File: config.mk
export PLATFORM = sky130hd
export DESIGN_NAME = irq_ctrl
export DESIGN_NICKNAME = d
export VERILOG_FILES = /design/src/rtl/irq_ctrl_pkg.sv /design/src/rtl/irq_sync_edge.sv /design/src/rtl/irq_ctrl.sv
export SDC_FILE = /design/constraint.sdc
export NUM_CORES = 1
export LEC_CHECK = 0
export BUFFER_PORTS_ARGS = -buffer_cell sky130_fd_sc_hd__buf_2
export CORE_ASPECT_RATIO = 0.6
export CORE_MARGIN = 2
export CORE_UTILIZATION = 35
export CTS_BUF_LIST = sky130_fd_sc_hd__clkbuf_16
export DETAILED_ROUTE_END_ITERATION = 12
export SYNTH_ARGS = -nofsm -noshare
export SYNTH_HDL_FRONTEND = slang
export SYNTH_SLANG_ARGS = --single-unit
File: constraint.sdc
create_clock -name clk -period 1.7 [get_ports clk]
set_input_delay 0.255 -clock clk [delete_from_list [all_inputs] [get_ports clk]]
set_output_delay 0.255 -clock clk [all_outputs]
set_load 0.02 [all_outputs]
File: src/rtl/irq_ctrl_pkg.sv
// Shared constants for the irq_ctrl interrupt controller: IO page, register
// offsets and source count.
package irq_ctrl_pkg;

    localparam logic [7:0] IO_PAGE = 8'h10;
    localparam int         NUM_SRC = 4;

    localparam logic [2:0] REG_PEND = 3'd0;
    localparam logic [2:0] REG_MASK = 3'd1;
    localparam logic [2:0] REG_CLR  = 3'd2;
    localparam logic [2:0] REG_MODE = 3'd3;
    localparam logic [2:0] REG_OVR  = 3'd4;

endpackage

File: src/rtl/irq_sync_edge.sv
// Multi-flop synchroniser for one asynchronous event source, plus a delayed
// copy of the synchronised level for rising-edge detection.
module irq_sync_edge #(
    parameter int SYNC_STAGES = 2
) (
    input  logic clk,
    input  logic reset,
    input  logic src_in,
    output logic level_o,
    output logic rise_o
);

    logic [SYNC_STAGES-1:0] sync_q, sync_d;
    logic                   s_d_q, s_d_d;

    always_comb begin
        sync_d = {sync_q[SYNC_STAGES-2:0], src_in};
        s_d_d  = sync_q[SYNC_STAGES-1];
    end

    // NOTE: non-blocking assignments keep every flop sampling pre-edge values,
    // which is what makes the shift chain a chain rather than a wire.
    always_ff @(posedge clk or negedge reset) begin
        if (!reset) begin
            sync_q <= '0;
            s_d_q  <= 1'b0;
        end else begin
            sync_q <= sync_d;
            s_d_q  <= s_d_d;
        end
    end

    assign level_o = sync_q[SYNC_STAGES-1];
    assign rise_o  = level_o & ~s_d_q;

endmodule

File: src/rtl/irq_ctrl.sv
// Memory-mapped interrupt controller: synchronises four sources, latches them
// as pending, masks them onto interrupt_0..3. Overrun flags via IRQ_OVERRUN_EN.
module irq_ctrl
    import irq_ctrl_pkg::*;
#(
    parameter logic [7:0] BASE_ADDR   = 8'h40,
    parameter int         SYNC_STAGES = 2
) (
    input  logic        clk,
    input  logic        reset,
    input  logic [15:0] io_address,
    input  logic [7:0]  io_din,
    input  logic        io_write_en,
    input  logic        io_read_en,
    output logic [7:0]  io_dout,
    input  logic [3:0]  src_in,
    output logic        interrupt_0,
    output logic        interrupt_1,
    output logic        interrupt_2,
    output logic        interrupt_3,
    input  logic        interrupt_0_clr,
    input  logic        interrupt_1_clr,
    input  logic        interrupt_2_clr,
    input  logic        interrupt_3_clr
);

    logic               hit, wr_hit, rd_hit;
    logic [2:0]         off;
    logic [NUM_SRC-1:0] s_lvl, s_rise, set_v, clr_v, irq_clr, rdata;
    logic [NUM_SRC-1:0] pend_q, pend_d, mask_q, mask_d, mode_q, mode_d;
    logic [7:0]         dout_q, dout_d;
    logic [3:0]         unused_din;

    assign unused_din = io_din[7:4];

    assign hit    = (io_address[15:8] == IO_PAGE) && (io_address[7:3] == BASE_ADDR[7:3]);
    assign off    = io_address[2:0];
    assign wr_hit = io_write_en & hit;
    assign rd_hit = io_read_en & hit;

    assign irq_clr = {interrupt_3_clr, interrupt_2_clr, interrupt_1_clr, interrupt_0_clr};

    for (genvar n = 0; n < NUM_SRC; n++) begin : g_src
        irq_sync_edge #(.SYNC_STAGES(SYNC_STAGES)) u_sync (
            .clk     (clk),
            .reset   (reset),
            .src_in  (src_in[n]),
            .level_o (s_lvl[n]),
            .rise_o  (s_rise[n])
        );
    end

`ifdef IRQ_OVERRUN_EN
    logic [NUM_SRC-1:0] ovr_q, ovr_d;

    // An edge landing on an already-pending edge-mode source is lost; remember it.
    always_comb begin
        ovr_d = ovr_q;
        if (wr_hit && off == REG_OVR) ovr_d = ovr_q & ~io_din[NUM_SRC-1:0];
        ovr_d = ovr_d | (set_v & pend_q & mode_q);
    end

    always_ff @(posedge clk or negedge reset) begin
        if (!reset) ovr_q <= '0;
        else        ovr_q <= ovr_d;
    end
`endif

    // NOTE: every variable gets a default before any conditional update, so no
    // path through this block leaves a value held and no latch is inferred.
    always_comb begin
        set_v = (mode_q & s_rise) | (~mode_q & s_lvl);
        clr_v = irq_clr;
        if (wr_hit && off == REG_CLR) clr_v = clr_v | io_din[NUM_SRC-1:0];
        pend_d = set_v | (pend_q & ~clr_v);

        mask_d = mask_q;
        mode_d = mode_q;
        if (wr_hit && off == REG_MASK) mask_d = io_din[NUM_SRC-1:0];
        if (wr_hit && off == REG_MODE) mode_d = io_din[NUM_SRC-1:0];

        rdata = '0;
        case (off)
            REG_PEND: rdata = pend_q;
            REG_MASK: rdata = mask_q;
            REG_MODE: rdata = mode_q;
`ifdef IRQ_OVERRUN_EN
            REG_OVR:  rdata = ovr_q;
`endif
            default:  rdata = '0;
        endcase
        dout_d = rd_hit ? {4'h0, rdata} : dout_q;
    end

    always_ff @(posedge clk or negedge reset) begin
        if (!reset) begin
            pend_q <= '0;
            mask_q <= '0;
            mode_q <= '0;
            dout_q <= '0;
        end else begin
            pend_q <= pend_d;
            mask_q <= mask_d;
            mode_q <= mode_d;
            dout_q <= dout_d;
        end
    end

    assign io_dout     = dout_q;
    assign interrupt_0 = pend_q[0] & mask_q[0];
    assign interrupt_1 = pend_q[1] & mask_q[1];
    assign interrupt_2 = pend_q[2] & mask_q[2];
    assign interrupt_3 = pend_q[3] & mask_q[3];

endmodule

==> results_dict.tcl <==
set metrics [dict create \
    die_y_um 50.48 \
    ant_nets 0 \
    fmaxAchievable_ghz 0.6334 \
    power.density_nw_per_um2 919.9 \
    irDropWorstVdd_v 0.0004805 \
    syn_area_per_cell_sq_um 13.40 \
    ys_seq_area_share_pct 55.61 \
    worst_r2r_endpoint "io_dout[1]" \
    place_ws_ps -156.4 \
    fin_crit_ps 1579 \
    critPathMaxFanout 2 \
    drc 0 \
    reg2reg_from "pend_q[1]" \
    cp_data_arrival_time_ps 1720 \
    core-area_sq_um 3343 \
    endpoint_kind "flip-flop" \
    dr.pass1.iters 4 \
    r2r_cells 4 \
    vias 850 \
    syn_area_sq_um 1260 \
    power_w 0.001489 \
    cap_violations 0 \
    rows 16 \
    synthCells 94 \
    crit_type "input pin to flip-flop" \
    viasPerCell 4.670 \
    ys_ff_latch 28 \
    slew_violations 0 \
    numCtsBuffers 3 \
    drt-total-wl_um 2371 \
    grt_use_total_pct 13.47 \
    cts_buffer_depth 2 \
    hpwl_um 1915 \
    setup_ws_ps 121.3 \
    cts_root_buf "clkbuf_16" \
    drive_gt1_share_pct 43.07 \
    grt_overflow 0 \
    grt_pass1_wl_um 4050 \
    die_area_sq_um 4112 \
    worstSetupStartpointType "input pin" \
    fin_crit_sh_pct 92.87 \
    cts_tree "built" \
    first_global_vias 840 \
    num_io_pins 48 \
    clock-sinks 28 \
    cts_setup_buffers 0 \
    grt_antenna_before_repair 0 \
    min-delay-path-class "input pin to async pin" \
    worstMarginPinSlew_ps 607.1 \
    post_cts_resized 0 \
    holdBufCountCts 0 \
    gp_congestion 0.6975 \
    grt_max_degree 29 \
    cts-htree-levels 1 \
    start_util_pct 37.69 \
    ys_warn_count 0 \
    clock_skew_ps 5.144 \
    ys_types 24 \
    hold_viol_final 0 \
    tns_ps 0 \
    hold_ws_ps 1.475 \
    drtIter0Drc 15 \
    diodes 0 \
    cts.clk_slew.worst_paths_ps 60 \
    slew_headroom_pct 59.53 \
    clock_latency_ps 260 \
    io_buffers 39 \
    required_ps 1840 \
    wl_per_cell_um 13.03 \
    die_w_um 81.46 \
    syn_to_final_growth_pct 28.50 \
    rsz0062_at_grt "no" \
    finalNetCount 174 \
    status "finished, final reports clean" \
    finalSetupViolations 0 \
    r2r_slack_ps 530 \
    power.leakage_nw 0.8476 \
    nFillCells 311 \
]
==> cell type report <==
cell class / count / area, sq um / share of cell area, %
clock buffer: 3 / 75.07 / 4.637
clock inverter: 1 / 30.03 / 1.855
inverter: 6 / 22.52 / 1.391
multi-input combinational: 57 / 516.7 / 31.92
sequential: 28 / 700.7 / 43.28
tap: 45 / 56.30 / 3.478
timing repair buffer: 42 / 217.7 / 13.45
==> report_power, final <==
group	internal, W	switching (W)	leakage [nW]
logic	0.0000493	0.0000583	0.446
clock network	0.000469	0.000216	0.0511
registers	0.000687	0.0000103	0.351
total	0.00120	0.000285	0.848
==> cell usage after synthesis <==
cell type / instances / share of area [%]
conb_1: 1 / 0.30
nor2b_1: 2 / 0.99
a32o_1: 4 / 3.2
nand3_1: 4 / 1.6
a2bb2oi_1: 4 / 2.8
clkbuf_1: 1 / 0.30
dfrtp_1: 28 / 56
buf_4: 4 / 2.4
nor2_1: 4 / 1.2
buf_6: 1 / 0.89
nor3_2: 1 / 0.79
nand2_1: 4 / 1.2
and4b_1: 1 / 0.79
nand4b_4: 1 / 1.9
nor4_4: 2 / 3.4
mux2_1: 8 / 7.2
mux2i_1: 4 / 3.2
or2_1: 1 / 0.50
nor4bb_1: 1 / 0.79
inv_1: 6 / 1.8
mux2_4: 4 / 4.8
and2_1: 6 / 3.0
nand2b_1: 1 / 0.50
or4b_4: 1 / 1.1
==> state kept, by name, indices dropped and copies added, names as in the netlist <==
| signal | count |
|---|---|
| g_src.u_sync.s_d_q | 4 |
| g_src.u_sync.sync_q | 8 |
| io_dout | 4 |
| mode_q | 4 |
| mask_q | 4 |
| pend_q | 4 |
==> metal layers <==
layer	global-route usage, %	wire (um)
met5	0	0
met1	18.25	1123
met4	3.390	11
met3	5.216	141
met2	20.22	1094
==> how the worst max path moves through the flow <==
stage,slack [ps],endpoint,start
finish,120,mask_q[3],io_address[3]
global route,60,mask_q[0],io_address[3]
CTS,120,mask_q[3],io_address[3]
detailed placement,-160,io_dout[3],io_address[3]
global placement,-140,mask_q[3],io_address[3]
floorplan,-20,io_dout[0],io_address[3]
==> layout by cell type (no fill, tap or decap), types with 2 or more instances in the layout <==
master	netlist	layout
conb_1	1	4
nor2_1	4	4
nor2b_1	2	2
mux2_1	8	5
a2bb2oi_1	4	4
mux2_4	4	7
a32o_1	4	4
buf_4	4	3
buf_2	0	39
clkbuf_16	0	3
nor4_4	2	2
inv_1	6	6
dfrtp_1	28	28
nand3_1	4	4
mux2i_1	4	4
and2_1	6	5
nand2_1	4	4
==> per-stage QoR <==
step                util (%)  instances  area, sq um
CTS                    48.43        182         1619
global placement       45.28        178         1514
global route           48.43        182         1619
detailed placement     45.28        178         1514
floorplan                  -         97         1285
finish                 48.43        182         1619
==> cells by family after synthesis <==
family                 after synthesis  share of synthesized area, %
AOI/OAI and AO/OA                    8                         5.958
buffers and inverters               12                         5.362
DFF                                 28                         55.61
muxes                               16                         15.09
other                                1                        0.2976
and+or+nand+nor                     29                         17.68
==> worst max-delay path, cell delays in order <==
cell      delay (ps)
buf_2            100
or4b_4           520
nand4b_4         200
nor4_4           170
buf_4            160
mux2_1           320
No activity file was read; power rests on OpenSTA's default activity.
